--- config.mk ---
export PLATFORM = sky130hd
export DESIGN_NAME = pmbist_addr_gen
export DESIGN_NICKNAME = d
export VERILOG_FILES = /design/src/rtl/pmbist_pkg.sv /design/src/rtl/pmbist_lfsr_step.sv /design/src/rtl/pmbist_addr_gen.sv
export SDC_FILE = /design/constraint.sdc
export NUM_CORES = 1
export LEC_CHECK = 0
export BUFFER_PORTS_ARGS = -buffer_cell sky130_fd_sc_hd__buf_2
export CORE_MARGIN = 5
export CORE_UTILIZATION = 65
export DETAILED_ROUTE_END_ITERATION = 12
export GPL_TIMING_DRIVEN = 1
export PLACE_DENSITY = 0.89
export SLEW_MARGIN = 20
export SYNTH_ARGS = -nofsm -noshare
export SYNTH_HDL_FRONTEND = slang
export SYNTH_SLANG_ARGS = --single-unit
--- constraint.sdc ---
create_clock -name clk -period 5.2 [get_ports clk]
set_clock_uncertainty 0.05 [all_clocks]
set_input_delay 0.52 -clock clk [delete_from_list [all_inputs] [get_ports clk]]
set_output_delay 0.52 -clock clk [all_outputs]
set_load 0.02 [all_outputs]
--- src/rtl/pmbist_pkg.sv ---
// Shared PMBIST definitions: address-mode encodings, direction codes and sequence span.
package pmbist_pkg;

    typedef enum logic [1:0] {
        ADMD_LIUD = 2'd0,
        ADMD_PRUD = 2'd1,
        ADMD_AC   = 2'd2,
        ADMD_GRAY = 2'd3
    } admd_t;

    localparam logic ADDR_UP   = 1'b0;
    localparam logic ADDR_DOWN = 1'b1;

    localparam int unsigned SPAN_W = 17;

    // Number of addresses in one sequence; PRUD skips the all-zero state.
    function automatic logic [SPAN_W-1:0] span(admd_t mode, int unsigned width);
        logic [SPAN_W-1:0] n;
        n = SPAN_W'(1) << width;
        if (mode == ADMD_PRUD) begin
            n = n - SPAN_W'(1);
        end
        return n;
    endfunction

endpackage

--- src/rtl/pmbist_lfsr_step.sv ---
// Combinational one-step forward and reverse Fibonacci LFSR transition.
module pmbist_lfsr_step #(
    parameter int unsigned   W    = 8,
    parameter logic [W-1:0]  TAPS = W'(8'hB8)
) (
    input  logic [W-1:0] state_i,
    output logic [W-1:0] next_o,
    output logic [W-1:0] prev_o
);

    // Reverse step recovers the bit shifted out, relying on TAPS[W-1] being set.
    assign next_o = {state_i[W-2:0], ^(state_i & TAPS)};
    assign prev_o = {state_i[0] ^ (^(state_i[W-1:1] & TAPS[W-2:0])), state_i[W-1:1]};

endmodule

--- src/rtl/pmbist_addr_gen.sv ---
// PMBIST address generator: linear, LFSR, complement-pair and Gray orderings, up or down.
module pmbist_addr_gen
    import pmbist_pkg::*;
#(
    parameter int unsigned            ADDR_WIDTH = 8,
    parameter logic [ADDR_WIDTH-1:0]  LFSR_TAPS  = ADDR_WIDTH'(8'hB8),
    parameter logic [ADDR_WIDTH-1:0]  LFSR_SEED  = ADDR_WIDTH'(1)
) (
    input  logic                   clk,
    input  logic                   rst,
    input  logic                   start_in,
    input  logic [1:0]             admd_in,
    input  logic                   updwn_in,
    input  logic                   hold_in,
    output logic [ADDR_WIDTH-1:0]  addr_out,
    output logic                   last_out,
    output logic                   done_out,
    output logic                   active_out
);

    localparam int unsigned W  = ADDR_WIDTH;
    localparam int unsigned NW = ADDR_WIDTH + 1;

    logic [W-1:0]  c_q, c_d;
    logic [NW-1:0] n_q, n_d;
    admd_t         mode_q, mode_d;
    logic          dir_q, dir_d;
    logic          active_q, active_d;
    logic [W-1:0]  addr_q, addr_d;
    logic          last_q, last_d;
    logic          done_q, done_d;

    logic [W-1:0]  lfsr_next, lfsr_prev;
    logic [W-1:0]  step_c;
    logic [NW-1:0] n_last;
    admd_t         admd_start;

    function automatic logic [W-1:0] start_val(admd_t m, logic dir);
        if (m == ADMD_PRUD) begin
            return LFSR_SEED;
        end
        return (dir == ADDR_DOWN) ? {W{1'b1}} : {W{1'b0}};
    endfunction

    // Counter-to-address mapping; AC pairs each value with its bitwise complement.
    function automatic logic [W-1:0] map_addr(admd_t m, logic [W-1:0] c);
        logic [W-1:0] a;
        case (m)
            ADMD_AC:   a = {c[0], c[W-1:1] ^ {(W-1){c[0]}}};
            ADMD_GRAY: a = c ^ (c >> 1);
            default:   a = c;
        endcase
        return a;
    endfunction

    pmbist_lfsr_step #(
        .W    (W),
        .TAPS (LFSR_TAPS)
    ) u_lfsr_step (
        .state_i (c_q),
        .next_o  (lfsr_next),
        .prev_o  (lfsr_prev)
    );

    assign admd_start = admd_t'(admd_in);

    always_comb begin
        step_c = c_q;
        if (mode_q == ADMD_PRUD) begin
            step_c = (dir_q == ADDR_DOWN) ? lfsr_prev : lfsr_next;
        end else begin
            step_c = (dir_q == ADDR_DOWN) ? (c_q - W'(1)) : (c_q + W'(1));
        end
        n_last = NW'(span(mode_q, W) - SPAN_W'(1));
    end

    // Next-state: start beats hold, hold beats step; idle with no start holds everything.
    always_comb begin
        c_d      = c_q;
        n_d      = n_q;
        mode_d   = mode_q;
        dir_d    = dir_q;
        active_d = active_q;
        addr_d   = addr_q;
        last_d   = last_q;
        done_d   = 1'b0;

        if (start_in) begin
            mode_d   = admd_start;
            dir_d    = updwn_in;
            n_d      = '0;
            active_d = 1'b1;
            c_d      = start_val(admd_start, updwn_in);
            addr_d   = map_addr(admd_start, c_d);
            last_d   = 1'b0;
        end else if (active_q && !hold_in) begin
            if (last_q) begin
                c_d      = start_val(mode_q, dir_q);
                n_d      = '0;
                addr_d   = map_addr(mode_q, c_d);
                last_d   = 1'b0;
                active_d = 1'b0;
                done_d   = 1'b1;
            end else begin
                c_d    = step_c;
                n_d    = n_q + NW'(1);
                addr_d = map_addr(mode_q, step_c);
                last_d = (n_d == n_last);
            end
        end
    end

    always_ff @(posedge clk) begin
        if (rst) begin
            c_q      <= '0;
            n_q      <= '0;
            mode_q   <= ADMD_LIUD;
            dir_q    <= ADDR_UP;
            active_q <= 1'b0;
            addr_q   <= '0;
            last_q   <= 1'b0;
            done_q   <= 1'b0;
        end else begin
            c_q      <= c_d;
            n_q      <= n_d;
            mode_q   <= mode_d;
            dir_q    <= dir_d;
            active_q <= active_d;
            addr_q   <= addr_d;
            last_q   <= last_d;
            done_q   <= done_d;
        end
    end

    assign addr_out   = addr_q;
    assign last_out   = last_q;
    assign done_out   = done_q;
    assign active_out = active_q;

    a_width: assert property (@(posedge clk) (ADDR_WIDTH >= 2) && (ADDR_WIDTH <= 16));
    a_taps:  assert property (@(posedge clk) LFSR_TAPS[W-1] == 1'b1);
    a_seed:  assert property (@(posedge clk) LFSR_SEED != '0);
    a_prud_nonzero: assert property (@(posedge clk) disable iff (rst)
        (active_q && (mode_q == ADMD_PRUD)) |-> (c_q != '0));

endmodule

==> results.json <==
{
  "grt_use_met3_pct": 7.39,
  "start_util_pct": 66.4,
  "end_kind": "flip-flop",
  "cp_max_fo": 21,
  "synth_edf_count": 0,
  "maxCapViolCount": 0,
  "viasPerCell": 6.50,
  "min-delay-start": "n_q[1]",
  "met1_usage_pct": 33.9,
  "cts_buffers": 5,
  "drt_iter0_drc": 292,
  "min_period_ns": 2.95,
  "cts_tree": "yes",
  "ir_worst_vdd_mv": 0.178,
  "crit-reg2reg-capture": "addr_out[4]",
  "startpoint_type": "flip-flop",
  "grtUsageMet2_pct": 38.9,
  "yosys_register_bits": 31,
  "outcome": "completed",
  "antenna_found_initial": 0,
  "num-fill-cells": 298,
  "finalNetCount": 335,
  "ios": 18,
  "gp_congestion": 0.929,
  "rsz0062_at_grt": "false",
  "drt_wl_total_mm": 5.94,
  "min-delay-path-class": "reg2reg",
  "dp_hpwl_mm": 4.35,
  "ys_types": 61,
  "p_leak_nw": 1.03,
  "overflow": 0,
  "holdPathStages": 2,
  "timing.final.crit_share_pct": 56.7,
  "wire_per_inst_um": 16.1,
  "grt_pass1_vias": 2208,
  "synth_top_cell_area_share_pct": 25.9,
  "synthTopCellsByCount": "nor2_1, dfxtp_1, a21oi_1",
  "core_area_mm2": 0.00361,
  "max_freq_ghz": 0.339,
  "postCtsSetupRepairBufs": 0,
  "synth_most_common_cell": "nor2_1",
  "required_ns": 5.36,
  "arrival_ns": 3.11,
  "min_to": "n_q[1]",
  "ant_nets": 0,
  "drc": 0,
  "syn_area_mm2": 0.00239,
  "syn_avg_cell_area_um2": 7.63,
  "multiInputGateArea_mm2": 0.00166,
  "num_rows": 22,
  "synthFlopType": "dfxtp_1",
  "die_y_um": 70.7,
  "ctsResizeCount": 0,
  "antennaDiodeCount": 0,
  "cts_hold_buf": 0,
  "drv_slew": 0,
  "synth_fp_nets": 329,
  "r2r_slack_ns": 2.25,
  "synth_cells": 314,
  "dr.pass1.iters": 7,
  "h-tree-depth": 2,
  "grt_pass1_wl_mm": 10.4,
  "final_cells": 369,
  "pre_cts_ws_ns": 2.29,
  "die_w_um": 70.7,
  "criticalPathCategory": "reg2reg",
  "grt_usage_pct": 25.2,
  "setup_viol": 0,
  "busiest_layer": "met2",
  "yosysSeqAreaShare_pct": 25.9,
  "port_buffers": 17,
  "synth_warnings": 0,
  "async_flop_share_pct": 0,
  "clock_path_buffers": 2,
  "slew_headroom_pct": 46.9,
  "grt_start_max_net_pins": 25,
  "r2r-start": "dir_q",
  "synth_top_area_cell": "dfxtp_1",
  "register_area_um2": 621,
  "hold_viol": 0,
  "die_area_mm2": 0.00500,
  "vias": 2400,
  "netlist_top_cells_area": "dfxtp_1, nor2_1, mux2i_1",
  "dp_cells": 361,
  "utilization_pct": 70.6,
  "power_density_mw_per_mm2": 266,
  "synthToLayoutAreaGrowth_pct": 6.27,
  "root_buffer": "clkbuf_8",
  "cts_sinks": 31,
  "setup_tns_ns": 0,
  "layout_setup_ws_ns": 2.25,
  "r2r_cells": 7,
  "drive_gt1_share_pct": 13.4,
  "worst_pin_slew_ns": 0.795,
  "path_clk_slew_ns": 0.07,
  "clock_latency_ns": 0.29,
  "power.total_w": 0.000676
}
cell usage in the layout (no fill, tap or decap), types with 3 or more instances in the layout:
cell type	netlist	final
o21ai_0	25	25
o211ai_1	3	3
nor3_1	11	11
nand2b_1	4	4
nand3b_1	3	3
nand3_1	7	7
a21o_1	3	3
ha_1	7	7
dfxtp_1	31	31
and3_1	4	4
o221a_2	3	3
a22oi_1	3	3
xnor2_1	10	10
buf_2	3	17
nor3b_1	4	4
inv_1	6	6
a211oi_1	6	6
a21oi_1	26	26
mux2i_1	14	14
o22ai_1	3	3
clkbuf_8	0	5
xor2_1	8	8
nor2b_1	4	4
nor2_1	49	49
nand2_1	21	21
sequential cells by signal (all words and copies together), names as in the netlist:
| register | flops |
|---|---|
| active_out | 1 |
| addr_out | 8 |
| c_q | 8 |
| dir_q | 1 |
| done_out | 1 |
| last_out | 1 |
| mode_q | 2 |
| n_q | 9 |
routing by layer:
| layer | wire length (um) | vias up |
|---|---|---|
| li1 | - | 1150 |
| met1 | 2550 | 1102 |
| met2 | 2670 | 132 |
| met3 | 591 | 16 |
| met4 | 120 | 0 |
| met5 | 0 | - |
power breakdown:
group | total (W) | internal, W | switching, W
sequential | 0.000277 | 0.000252 | 0.0000252
clock | 0.000184 | 0.0000937 | 0.0000903
combinational | 0.000214 | 0.0000911 | 0.000123
total | 0.000676 | 0.000437 | 0.000239
logic make-up after synthesis:
logic type	after synthesis	share of synthesized area [%]
buffers and inverters	26	4.60
AOI/OAI and AO/OA	95	26.9
adders and majority gates	8	4.49
DFF	31	25.9
and+or+nand+nor	119	23.9
xor gates and xnor gates	19	7.26
muxes	16	6.95
final cells by class:
cell class              instances  area share (%)
multi-input cells             257            65.4
flip-flops and latches         31            24.4
repair buffers                 18            3.64
clock buffers                   7            3.00
well taps                      48            2.36
inverters                       7            1.03
clock inverters                 1           0.197
worst max path at each step:
stage	from	slack, ns	end	cells after the start
6_report	dir_q	2.25	addr_out[4]	7
5_1_grt	dir_q	2.01	addr_out[4]	7
4_1_cts	dir_q	2.28	addr_out[4]	7
3_5_place_dp	dir_q	2.29	addr_out[4]	7
3_3_place_gp	dir_q	2.33	addr_out[4]	7
2_1_floorplan	dir_q	2.94	addr_out[4]	7
critical path, cell delays in order (launching register included):
cell	delay (ns)
dfxtp_1	0.84
ha_1	0.42
a211oi_1	0.35
o21ai_0	0.18
o22ai_1	0.32
mux2i_1	0.12
a221o_1	0.38
a211oi_2	0.21
per-stage QoR:
stage,hold WS [ns],area [um2]
after floorplan,0.404,2390
after global placement,0.421,2460
after detailed placement,0.429,2460
after CTS,0.439,2540
after global routing,0.484,2540
final,0.450,2540
No activity file was read; power rests on OpenSTA's default activity.
